## src/rtl/transport_pkg.sv

```systemverilog
// Shared types and constants for the transport-layer receive path.
package transport_pkg;

  localparam int MAX_BYTES = 16;
  localparam int WORDS     = MAX_BYTES / 2;

  localparam logic [1:0] TYPE_NONE  = 2'b00;
  localparam logic [1:0] TYPE_CTRL  = 2'b01;
  localparam logic [1:0] TYPE_VOICE = 2'b10;

  typedef enum logic [2:0] {
    IDLE,
    RECV,
    DISCARD,
    PEND,
    SEND
  } state_t;

  // Header types 00 and 11 are not defined on the link.
  function automatic logic type_valid(input logic [1:0] t);
    return (t == TYPE_CTRL) || (t == TYPE_VOICE);
  endfunction

endpackage

```

## src/rtl/rx_word_buf.sv

```systemverilog
// Single-packet word buffer: bytes are packed big-endian into 16-bit words
// and read back one word at a time through a read pointer.
module rx_word_buf #(
  parameter int WORDS  = 8,
  parameter int BCNT_W = 5,
  parameter int WPTR_W = 4
) (
  input  logic              clk,
  input  logic              reset,
  input  logic              clear,
  input  logic              wr_en,
  input  logic [7:0]        wr_byte,
  input  logic              rd_adv,
  output logic [15:0]       rd_word,
  output logic [BCNT_W-1:0] byte_cnt,
  output logic [WPTR_W-1:0] word_cnt,
  output logic              rd_done
);

  localparam int AW = $clog2(WORDS);

  logic [15:0]       mem [WORDS];
  logic [WPTR_W-1:0] rd_ptr;
  logic [AW-1:0]     wr_idx;
  logic [AW-1:0]     rd_idx;

  assign wr_idx   = byte_cnt[AW:1];
  assign rd_idx   = rd_ptr[AW-1:0];
  assign rd_word  = mem[rd_idx];
  assign word_cnt = WPTR_W'((byte_cnt + BCNT_W'(1)) >> 1);
  assign rd_done  = (rd_ptr == word_cnt);

  // Byte-lane write; an even byte clears the low lane so an odd tail pads with 0x00.
  // NOTE: the storage array has no reset; the byte count qualifies which
  // words are meaningful, so resetting the array would only cost flops.
  always_ff @(posedge clk) begin
    if (wr_en) begin
      if (!byte_cnt[0]) mem[wr_idx] <= {wr_byte, 8'h00};
      else              mem[wr_idx][7:0] <= wr_byte;
    end
  end

  // Write byte count and read word pointer.
  always_ff @(posedge clk or posedge reset) begin
    if (reset) begin
      byte_cnt <= '0;
      rd_ptr   <= '0;
    end else if (clear) begin
      byte_cnt <= '0;
      rd_ptr   <= '0;
    end else begin
      if (wr_en)  byte_cnt <= byte_cnt + BCNT_W'(1);
      if (rd_adv) rd_ptr   <= rd_ptr + WPTR_W'(1);
    end
  end

endmodule

```

## src/rtl/transport_rcv.sv

```systemverilog
// Transport-layer receive block: collects a byte-serial packet, decodes the
// header type and delivers packed 16-bit words to the session layer.
module transport_rcv #(
  parameter int MAX_BYTES = 16,
  parameter int WORDS     = MAX_BYTES / 2
) (
  input  logic        clk,
  input  logic        reset,
  input  logic        rcvSignal,
  input  logic [7:0]  packetIn,
  input  logic        sessionBusy,
  output logic [1:0]  sendingToSession,
  output logic [15:0] data,
  output logic        dafuq
);

  import transport_pkg::*;

  localparam int BCNT_W = $clog2(MAX_BYTES + 1);
  localparam int WPTR_W = $clog2(WORDS + 1);

  state_t            state;
  logic [1:0]        type_q;
  logic              buf_clear;
  logic              buf_wr;
  logic              rd_adv;
  logic              room;
  logic [15:0]       rd_word;
  logic [BCNT_W-1:0] byte_cnt;
  logic [WPTR_W-1:0] word_cnt;
  logic              rd_done;

  rx_word_buf #(
    .WORDS  (WORDS),
    .BCNT_W (BCNT_W),
    .WPTR_W (WPTR_W)
  ) u_buf (
    .clk      (clk),
    .reset    (reset),
    .clear    (buf_clear),
    .wr_en    (buf_wr),
    .wr_byte  (packetIn),
    .rd_adv   (rd_adv),
    .rd_word  (rd_word),
    .byte_cnt (byte_cnt),
    .word_cnt (word_cnt),
    .rd_done  (rd_done)
  );

  // Buffer control: a new header empties the buffer, payload bytes fill it
  // up to the per-type limit, and each delivered word advances the reader.
  // NOTE: every signal gets a value on every path so no latch is inferred.
  always_comb begin
    room      = (type_q == TYPE_VOICE) ? (byte_cnt < BCNT_W'(MAX_BYTES))
                                       : (byte_cnt < BCNT_W'(2));
    buf_clear = ((state == IDLE) || (state == PEND)) && rcvSignal;
    buf_wr    = (state == RECV) && rcvSignal && room;
    rd_adv    = (state == SEND) && !sessionBusy && !rd_done;
  end

  // Receive / deliver FSM with registered outputs.
  // NOTE: state registers use non-blocking assignments so every update in
  // this block sees the values from before the clock edge.
  always_ff @(posedge clk or posedge reset) begin
    if (reset) begin
      state            <= IDLE;
      type_q           <= TYPE_NONE;
      sendingToSession <= TYPE_NONE;
      data             <= '0;
      dafuq            <= 1'b0;
    end else begin
      case (state)
        IDLE: begin
          if (rcvSignal) begin
            type_q <= packetIn[7:6];
            if (type_valid(packetIn[7:6])) begin
              state <= RECV;
            end else begin
              dafuq <= 1'b1;
              state <= DISCARD;
            end
          end
        end
        RECV: begin
          if (rcvSignal) begin
            // Voice overflow is an error; extra control bytes are not.
            if ((type_q == TYPE_VOICE) && !room) dafuq <= 1'b1;
          end else begin
            state <= (byte_cnt != '0) ? PEND : IDLE;
          end
        end
        DISCARD: begin
          if (!rcvSignal) state <= IDLE;
        end
        PEND: begin
          if (rcvSignal) begin
            // A new packet overwrites the one still waiting for delivery.
            dafuq  <= 1'b1;
            type_q <= packetIn[7:6];
            state  <= type_valid(packetIn[7:6]) ? RECV : DISCARD;
          end else if (!sessionBusy) begin
            state <= SEND;
          end
        end
        SEND: begin
          if (rcvSignal) dafuq <= 1'b1;
          if (rd_done) begin
            sendingToSession <= TYPE_NONE;
            data             <= '0;
            state            <= IDLE;
          end else if (sessionBusy) begin
            sendingToSession <= TYPE_NONE;
          end else begin
            sendingToSession <= type_q;
            data             <= rd_word;
          end
        end
        default: state <= IDLE;
      endcase
    end
  end

endmodule

```

## config.mk

```make
export PLATFORM = sky130hd
export DESIGN_NAME = transport_rcv
export DESIGN_NICKNAME = d
export VERILOG_FILES = /design/src/rtl/transport_pkg.sv /design/src/rtl/rx_word_buf.sv /design/src/rtl/transport_rcv.sv
export SDC_FILE = /design/constraint.sdc
export NUM_CORES = 1
export LEC_CHECK = 0
export CAP_MARGIN = 40
export CORE_ASPECT_RATIO = 0.5
export CORE_MARGIN = 2
export CORE_UTILIZATION = 54
export CTS_CLUSTER_SIZE = 28
export DETAILED_ROUTE_END_ITERATION = 8
export GPL_TIMING_DRIVEN = 1
export PLACE_DENSITY = 0.85
export SETUP_SLACK_MARGIN = 0.5
export SYNTH_ARGS = -nofsm -noshare
export SYNTH_HDL_FRONTEND = slang
export SYNTH_HIERARCHICAL = 1
export SYNTH_SLANG_ARGS = --single-unit
```

## constraint.sdc

```tcl
create_clock -name clk -period 2.65 [get_ports clk]
set_input_delay 0.53 -clock clk [delete_from_list [all_inputs] [get_ports clk]]
set_output_delay 0.53 -clock clk [all_outputs]
set_load 0.01 [all_outputs]
```

==> qor.yml, run 1 <==
outcome:
  status: "finished clean"
final_layout:
  instances_no_fill: 608
  antennaDiodeCount: 0
  drive_above_1_share: 0.291
  finish.utilization: 0.689
  design_area_um2: 8200
  syn_to_final_growth_pct: 23.6
  nets: 444
sta:
  slew_violations: 0
  fin_crit_sh: 0.845
  fin_worst_skew_ns: 0.00930
  max_freq_mhz: 447
  hold_viol: 0
  setup_viol: 0
  rsz0062_at_grt: "true"
  finalSetupTns_ns: 0
  period_minus_slack_ns: 2.24
  slew_headroom: 0.657
  hold_ws_ns: 0.397
  tightest_slew_ns: 0.513
routing:
  postRouteAntennaNets: 0
  wire_per_inst_um: 25.5
  drt_wl_total_um: 15500
  drt_iter0_markers: 468
  dr.pass1.iters: 5
  vias: 3811
  viasPerCell: 6.27
  drc: 0
setup_path:
  path_class: "register to register"
  cp-end-kind: "register"
  r2r-end: "data[0]"
  reg2reg_slack_ns: 0.41
  worstPathRequired_ns: 2.96
  cpMaxStageDelayCell: "xnor3_1"
  crit_fanout: 8
  rr_worst_depth: 6
  start_kind: "register"
  arrival_ns: 2.55
  crit_path_cell_trace: "xnor3_1 -> nor4_4 -> nand2b_4 -> nand3_4 -> buf_12 -> a22o_1"
  critPathBufInv: 1
  r2r-start: "u_buf/byte_cnt[3]"
  cp_slowest_stage_delay_ns: 0.49
  cp_top_family: "simple AND/OR/NAND/NOR gates"
logic_synthesis:
  syn_inst: 351
  syn_area_um2: 6640
  yosys_warnings: 6
  synth_nets: 365
  synth.avg_cell_area_um2: 18.9
floorplan:
  start_util: 0.557
  dieArea_um2: 13200
  fp.dieW_um: 161
  io_pins: 31
  die_y_um: 82.4
  rows: 28
  core_area_um2: 11900
grt:
  grt_util_met1: 0.284
  grt_max_degree: 35
  grt_pass1_vias: 3863
  track_usage: 0.239
  gr-usage-met3: 0.0789
  antenna_found_initial: 0
  gr-max-usage-layer: "met2"
  globalRouteOverflowTotal: 0
  grt_use_met2: 0.403
  grt_pass1_wl_um: 22200
placed_design:
  place_inst: 559
  routabilityCongestion: 0.769
  io_buffers: 30
  dpl_cell_area_um2: 7280
  post-dp-hpwl_um: 8160
flow_run:
  drv_cap: 0
clocking:
  clockBufferDepth: 2
  insertion_delay_ns: 0.43
  cts.sinks: 161
  clk_pin_slew_worst_paths_ns: 0.06
  numCtsBuffers: 17
  root_buffer: "clkbuf_16"
  cts_tree: "yes"
  htreeDepth: 4
  ctsHoldBuffers: 0
power:
  power.leakage_nw: 2.86
  pwr_density_cell_nw_per_um2: 810
  ir_drop_v: 0.000379
hold_path:
  hp-class: "input pin to async pin"
## cell usage in the layout (no fill, tap or decap), drive strengths merged
master,instances
clkbuf,21
nand2,6
clkinv,5
bufinv,5
buf,50
ha,2
nor2b,3
and3,9
nor4,2
inv,3
clkinvlp,1
a21o,1
a21oi,3
o22ai,2
edfxtp,128
clkdlybuf4s50,30
a211o,1
nand3,5
mux4,32
xnor2,6
dfrtp,33
or2,1
a211oi,1
nor2,21
nand4,3
mux2,18
o32ai,1
a22o,18
nor3,8
xnor3,1
nand2b,6
mux2i,3
o21a,1
o21ai,2
a31oi,1
nor4b,1
xor2,9
## timing repair
| item | in CTS | in global routing |
|---|---|---|
| gates cloned | 1 | 0 |
| endpoints found under the setup margin | 147 | 214 |
| gates resized for setup | 17 | 12 |
| buffers inserted | 7 | 9 |
| pin swaps | 5 | 13 |
| endpoints found under the hold margin | 0 | 0 |
## where the power goes
group          switching [mW]  internal, mW  total (mW)
Sequential              0.100          2.87        2.98
Clock                   0.961          1.66        2.63
Combinational           0.528         0.518        1.05
## flip-flops by register name, indices dropped and copies added, names as in the netlist
name / count
u_buf/byte_cnt: 5
state: 3
dafuq: 1
u_buf/rd_ptr: 4
data: 16
sendingToSession: 2
type_q: 2
u_buf/mem: 128
## area by class of cell
| cell class | count | area, µm² |
|---|---|---|
| Clock inverter | 11 | 186 |
| Tap cell | 165 | 206 |
| Clock buffer | 21 | 440 |
| Sequential cell | 161 | 4670 |
| Timing Repair Buffer | 80 | 739 |
| Fill cell | 670 | 3710 |
| Multi-Input combinational cell | 167 | 1950 |
| Inverter | 3 | 11.3 |
## stage by stage
stage | power (mW) | setup slack [ns]
floorplan | 3.50 | 0.365
global placement | 3.80 | 0.145
detailed placement | 3.84 | 0.0776
CTS | 6.54 | 0.498
global route | 6.82 | 0.398
finish | 6.65 | 0.411
## how the worst max path moves through the flow
stage                           start  cells after the start  slack (ns)                  end
global route        u_buf/byte_cnt[0]                      9        0.40  sendingToSession[1]
CTS                 u_buf/byte_cnt[0]                      8        0.50              data[0]
floorplan                    state[2]                      6        0.37     u_buf/mem[1][10]
detailed placement          rcvSignal                      7        0.08     u_buf/mem[1][11]
global placement            rcvSignal                      7        0.14     u_buf/mem[0][11]
finish              u_buf/byte_cnt[3]                      6        0.41              data[0]
## layer usage
metal	up-vias	wire length, µm
met5	-	0
met4	0	533
met3	54	1510
met2	248	7470
met1	1929	6010
li1	1580	-
(Power assumes the default switching activity.)
==> run 2: changes to the inputs <==
--- a/config.mk
+++ b/config.mk
@@ -8,11 +8,11 @@
 export CAP_MARGIN = 40
 export CORE_ASPECT_RATIO = 0.5
 export CORE_MARGIN = 2
-export CORE_UTILIZATION = 54
+export CORE_UTILIZATION = 60
 export CTS_CLUSTER_SIZE = 28
 export DETAILED_ROUTE_END_ITERATION = 8
 export GPL_TIMING_DRIVEN = 1
-export PLACE_DENSITY = 0.85
+export PLACE_DENSITY = 0.89
 export SETUP_SLACK_MARGIN = 0.5
 export SYNTH_ARGS = -nofsm -noshare
 export SYNTH_HDL_FRONTEND = slang
==> constraint.sdc (replaced) <==
create_clock -name clk -period 2.3 [get_ports clk]
set_input_delay 0.46 -clock clk [delete_from_list [all_inputs] [get_ports clk]]
set_output_delay 0.46 -clock clk [all_outputs]
set_load 0.01 [all_outputs]
==> qor.yml, run 2 (synthesis results as in run 1) <==
hold_path:
  hp-class: "input pin to async pin"  # unchanged
setup_path:
  r2r-start: "u_buf/byte_cnt[0]"  # was u_buf/byte_cnt[3]
  start_kind: "register"  # unchanged
  arrival_ns: 2.59  # was 2.55 ns
  crit_fanout: 6  # was 8
  r2r-end: "u_buf/rd_ptr[0]"  # was data[0]
  cp.depth: 11  # was 6
  cp_slowest_stage_delay_ns: 0.41  # was 0.49 ns
  worstPathRequired_ns: 2.61  # was 2.96 ns
  critPathBufInv: 4  # was 1
  rr_worst_depth: 11  # was 6
  crit_path_cell_trace: "ha_4 -> buf_6 -> nand3_4 -> xnor2_4 -> nor4_4 -> buf_4 -> nor3_4 -> buf_12 -> buf_8 -> xnor2_2 -> nor2_1"  # was xnor3_1 -> nor4_4 -> nand2b_4 -> nand3_4 -> buf_12 -> a22o_1
  cp-startpoint: "u_buf/byte_cnt[0]"  # was u_buf/byte_cnt[3]
  cpMaxStageDelayCell: "dfrtp_2"  # was xnor3_1
  path_class: "register to register"  # unchanged
  cp_top_family: "buffers and inverters"  # was simple AND/OR/NAND/NOR gates
  cp-end-kind: "register"  # unchanged
  crit_path_end: "u_buf/rd_ptr[0]"  # was data[0]
  reg2reg_slack_ns: 0.03  # was 0.41 ns
final_layout:
  syn_to_final_growth_pct: 29.0  # was 23.6%
  design_area_um2: 8560  # was 8200 µm²
  final_common_cell: "edfxtp_1"  # unchanged
  layout_common_cells: "edfxtp_1, dfrtp_1, buf_4"  # was edfxtp_1, buf_4, clkdlybuf4s50_1
  multi_input_area_um2: 2190  # was 1950 µm²
  nets: 447  # was 444
  regMostFlops: "u_buf/mem"  # unchanged
  fillers: 467  # was 670
  drive_above_1_share: 0.357  # was 0.291
  largest_register_ffs: 128  # unchanged
  antennaDiodeCount: 0  # unchanged
  top_regs: "u_buf/mem x128, data x16, u_buf/byte_cnt x5"  # unchanged
  regArea_um2: 4670  # about the same
grt:
  antenna_found_initial: 1  # was 0
  track_usage: 0.323  # was 0.239
  grt_max_degree: 35  # unchanged
  grt_pass1_wl_um: 27300  # was 22200 µm
  grt_pass1_vias: 4141  # was 3863
  globalRouteOverflowTotal: 0  # unchanged
placed_design:
  io_buffers: 30  # unchanged
  routabilityCongestion: 0.898  # was 0.769
  dpl_cell_area_um2: 7530  # was 7280 µm²
  post-dp-hpwl_um: 9500  # was 8160 µm
power:
  power.leakage_nw: 3.09  # was 2.86 nW
  ir_drop_v: 0.000440  # was 0.000379 V
  p_sw_mw: 2.06  # was 1.59 mW
  switching_share: 0.265  # was 0.239
  comb_power_share: 0.169  # was 0.157
  seqPwrFrac: 0.443  # was 0.448
  p_clk_frac: 0.388  # was 0.395
  p_total_mw: 7.76  # was 6.65 mW
  p_int_mw: 5.70  # was 5.06 mW
  pwr_density_cell_nw_per_um2: 906  # was 810 nW/µm²
clocking:
  cts_tree: "yes"  # unchanged
  htreeDepth: 4  # unchanged
  insertion_delay_ns: 0.44  # was 0.43 ns
  clockBufferDepth: 2  # unchanged
  root_buffer: "clkbuf_16"  # unchanged
  clk_pin_slew_worst_paths_ns: 0.06  # about the same
  cts.sinks: 161  # unchanged
  numCtsBuffers: 17  # unchanged
sta:
  hold_viol: 0  # unchanged
  hold_ws_ns: 0.352  # was 0.397 ns
  fin_worst_skew_ns: 0.0132  # was 0.00930 ns
  max_freq_mhz: 440  # was 447 MHz
  rsz0062_at_grt: "true"  # unchanged
  fin_crit_sh: 0.988  # was 0.845
  slew_headroom: 0.634  # was 0.657
  tightest_slew_ns: 0.550  # was 0.513 ns
  setup_viol: 0  # unchanged
  period_minus_slack_ns: 2.27  # was 2.24 ns
  finalSetupTns_ns: 0  # unchanged
  slew_violations: 0  # unchanged
routing:
  drt_iter0_markers: 633  # was 468
  postRouteAntennaNets: 0  # unchanged
  vias: 4157  # was 3811
  drt_wl_total_um: 19400  # was 15500 µm
  viasPerCell: 7.03  # was 6.27
  drc: 0  # unchanged
  wire_per_inst_um: 32.9  # was 25.5 µm
  dr.pass1.iters: 5  # unchanged
floorplan:
  fp.dieW_um: 153  # was 161 µm
  rows: 27  # was 28
  start_util: 0.610  # was 0.557
  core_area_um2: 10900  # was 11900 µm²
  dieArea_um2: 12000  # was 13200 µm²
  die_y_um: 78.4  # was 82.4 µm
  io_pins: 31  # unchanged
outcome:
  status: "finished clean"  # unchanged
flow_run:
  drv_cap: 0  # unchanged
## run 2: cell types whose count changed in the layout (fill, tap and decap cells not counted), moves of 9 or more
cell,before,now
dlygate4sd2_1,0,10
clkdlybuf4s50_1,30,12
buf_4,42,27
nor2_4,1,10
## run 2: how the worst min path moves through the flow
stage	to	slack, ns	cells past startpoint
global placement	dafuq	0.44	1
finish	u_buf/byte_cnt[0]	0.35	2
CTS	u_buf/rd_ptr[1]	0.35	2
global route	u_buf/rd_ptr[3]	0.39	2
floorplan	u_buf/byte_cnt[1]	0.29	1
detailed placement	dafuq	0.45	1
## run 2: routing by layer
metal  vias up  wire (µm)  GRT usage
li1       1584          -          -
met1      2099       7400      0.445
met2       384       9080      0.510
met3        88       2090     0.0679
met4         2        857      0.152
met5         -         13          0
## run 2: area by class of cell
class,count,area share
sequential,161,0.546
multi-input combinational,167,0.255
timing repair buffer,83,0.103
clock buffer,26,0.0659
tap,145,0.0212
clock inverter,6,0.00731
inverter,3,0.00132
## run 2: power by group through the flow
stage | clock [mW] | combinational (mW) | sequential (mW)
floorplan | 0 | 0.628 | 3.49
CTS | 2.96 | 1.23 | 3.43
global route | 3.13 | 1.35 | 3.45
finish | 3.01 | 1.31 | 3.44
global placement | 0 | 1.01 | 3.46
detailed placement | 0 | 1.08 | 3.48
## run 2: stage by stage
stage,std cells,utilization,worst slack [ns]
floorplan,351,-,0.220
global placement,546,0.693,-0.0852
detailed placement,546,0.693,-0.158
CTS,589,0.778,0.166
global route,591,0.787,0.00184
finish,591,0.787,0.0284
## run 2: timing repair
action                                  in CTS  in global routing
pin swaps                                   28                  6
resized for setup                           59                 21
gates cloned                                 1                  0
buffers inserted                            10                  2
endpoints found under the setup margin     193                227
hold buffers                                 0                  0
==> run 3: changes to the inputs <==
--- a/config.mk
+++ b/config.mk
@@ -14,7 +14,9 @@
 export GPL_TIMING_DRIVEN = 1
 export PLACE_DENSITY = 0.89
 export SETUP_SLACK_MARGIN = 0.5
+export SKIP_CTS_REPAIR_TIMING = 1
 export SYNTH_ARGS = -nofsm -noshare
 export SYNTH_HDL_FRONTEND = slang
 export SYNTH_HIERARCHICAL = 1
 export SYNTH_SLANG_ARGS = --single-unit
+export TNS_END_PERCENT = 30
==> qor.yml, run 3 (synthesis results as in run 1) <==
power:
  pwr_density_cell_nw_per_um2: 900  # was 906 nW/µm²
  power.leakage_nw: 2.88  # was 3.09 nW
  switching_share: 0.256  # was 0.265
  comb_power_share: 0.168  # was 0.169
  p_clk_frac: 0.371  # was 0.388
  p_total_mw: 7.44  # was 7.76 mW
  p_sw_mw: 1.91  # was 2.06 mW
  p_int_mw: 5.53  # was 5.70 mW
  seqPwrFrac: 0.462  # was 0.443
  ir_drop_v: 0.000430  # was 0.000440 V
routing:
  drt_wl_total_um: 16700  # was 19400 µm
  postRouteAntennaNets: 0  # unchanged
  wire_per_inst_um: 28.4  # was 32.9 µm
  dr.pass1.iters: 4  # was 5
  drc: 0  # unchanged
  vias: 3939  # was 4157
  drt_iter0_markers: 504  # was 633
  viasPerCell: 6.68  # was 7.03
floorplan:
  die_y_um: 78.4  # unchanged
  io_pins: 31  # unchanged
  fp.dieW_um: 153  # unchanged
  rows: 27  # unchanged
  dieArea_um2: 12000  # unchanged
  core_area_um2: 10900  # unchanged
  start_util: 0.610  # unchanged
setup_path:
  cp-end-kind: "register"  # unchanged
  cpMostUsedCell: "buf_4"
  rr_worst_depth: 10  # was 11
  cp_slowest_stage_delay_ns: 0.45  # was 0.41 ns
  crit_fanout: 6  # unchanged
  start_kind: "register"  # unchanged
  worstPathRequired_ns: 2.66  # was 2.61 ns
  path_class: "register to register"  # unchanged
  cpMaxStageDelayCell: "dfrtp_1"  # was dfrtp_2
  crit_path_cell_trace: "buf_4 -> nand3_1 -> xnor2_1 -> nor4_4 -> buf_4 -> nor3_4 -> buf_4 -> buf_6 -> buf_4 -> a22o_1"  # was ha_4 -> buf_6 -> nand3_4 -> xnor2_4 -> nor4_4 -> buf_4 -> nor3_4 -> buf_12 -> buf_8 -> xnor2_2 -> nor2_1
  arrival_ns: 2.65  # was 2.59 ns
sta:
  max_freq_mhz: 436  # was 440 MHz
  slew_headroom: 0.687  # was 0.634
  slew_violations: 0  # unchanged
  fin_worst_skew_ns: 0.0147  # was 0.0132 ns
  rsz0062_at_grt: "true"  # unchanged
  hold_viol: 0  # unchanged
  setup_viol: 0  # unchanged
  fin_crit_sh: 0.996  # was 0.988
  period_minus_slack_ns: 2.29  # was 2.27 ns
  tightest_slew_ns: 0.469  # was 0.550 ns
  setup_ws_ns: 0.00840  # was 0.0284 ns
final_layout:
  drive_above_1_share: 0.308  # was 0.357
  syn_to_final_growth_pct: 24.6  # was 29.0%
  final_common_cell: "edfxtp_1"  # unchanged
  regMostFlops: "u_buf/mem"  # unchanged
  antennaDiodeCount: 0  # unchanged
  layout_common_cells: "edfxtp_1, buf_4, dfrtp_1"  # was edfxtp_1, dfrtp_1, buf_4
  nets: 446  # was 447
  largest_register_ffs: 128  # unchanged
  top_regs: "u_buf/mem x128, data x16, u_buf/byte_cnt x5"  # unchanged
clocking:
  root_buffer: "clkbuf_16"  # unchanged
  numCtsBuffers: 17  # unchanged
  htreeDepth: 4  # unchanged
  cts_tree: "yes"  # unchanged
  clockBufferDepth: 2  # unchanged
  clk_pin_slew_worst_paths_ns: 0.06  # about the same
  insertion_delay_ns: 0.43  # was 0.44 ns
  cts.sinks: 161  # unchanged
grt:
  antenna_found_initial: 0  # was 1
  grt_pass1_wl_um: 23300  # was 27300 µm
  track_usage: 0.271  # was 0.323
  grt_pass1_vias: 3895  # was 4141
  grt_max_degree: 35  # unchanged
  globalRouteOverflowTotal: 0  # unchanged
flow_run:
  drv_cap: 0  # unchanged
placed_design:
  dp_slack_ns: -0.0998  # was -0.158 ns
  io_buffers: 30  # unchanged
  routabilityCongestion: 0.894  # was 0.898
  post-dp-hpwl_um: 9320  # was 9500 µm
hold_path:
  hp-class: "input pin to async pin"  # unchanged
outcome:
  status: "finished clean"  # unchanged
==> run 3: cell count changes in the layout (fill, tap and decap cells not counted), moves of 3 or more <==
cell / delta
nor2_1: +4
clkdlybuf4s50_1: +18
clkbuf_16: -4
xor2_1: +4
and3_4: -8
buf_8: -3
and3_1: +8
nor2_4: -6
xor2_2: -3
buf_6: -3
dlygate4sd2_1: -10
dlymetal6s2s_1: -8
buf_4: +8
==> run 3: critical path: cells and delay by family (launching register included) <==
family          cells  cell delay (ns)
compound gates      1             0.15
flops               1             0.45
xor+xnor            1             0.33
buf+inv             5             0.82
simple gates        3             0.47
==> run 3: power groups by stage <==
stage / Sequential (mW) / Clock (mW) / Combinational [mW]
after floorplan: 3.49 / 0 / 0.622
after global placement: 3.46 / 0 / 1.01
after detailed placement: 3.48 / 0 / 1.07
after CTS: 3.43 / 2.76 / 1.11
after global routing: 3.45 / 2.89 / 1.29
final: 3.43 / 2.76 / 1.25
==> run 3: final timing paths <==
| path | startpoint | endpoint | slack (ns) |
|---|---|---|---|
| setup / recovery | u_buf/byte_cnt[3] | data[5] | 0.008 |
| hold / removal | reset | u_buf/rd_ptr[1] | 0.39 |
| setup reg to reg | u_buf/byte_cnt[3] | data[5] | 0.008 |
| hold reg to reg | dafuq | dafuq | 0.49 |
| max in group asynchronous | reset | data[4] | 1.50 |
| min in group clk | dafuq | dafuq | 0.49 |
==> run 3: final cells by class <==
class,instances,area [µm²]
Inverter,3,11.3
Tap cell,145,181
Clock buffer,23,458
Clock inverter,9,108
Multi-Input combinational cell,167,2020
Fill cell,506,2610
Sequential cell,161,4670
Timing Repair Buffer,82,811
==> run 3: stage by stage <==
step | hold WS [ns] | setup TNS [ns] | instances | instance area (µm²) | util
finish | 0.388 | 0 | 590 | 8260 | 0.760
global placement | 0.442 | -1.32 | 548 | 7500 | 0.689
floorplan | 0.288 | 0 | 351 | 6780 | -
CTS | 0.341 | -0.0371 | 580 | 8060 | 0.741
detailed placement | 0.456 | -4.93 | 548 | 7500 | 0.689
global route | 0.407 | -0.0352 | 590 | 8260 | 0.760
==> run 3: metal layers <==
layer | GRT usage | routed length [µm] | vias up | share of wire
met5 | 0 | 0 | - | 0
met4 | 0.121 | 466 | 0 | 0.028
li1 | - | - | 1584 | -
met2 | 0.436 | 8250 | 275 | 0.49
met3 | 0.0580 | 1390 | 37 | 0.083
met1 | 0.365 | 6640 | 2043 | 0.40
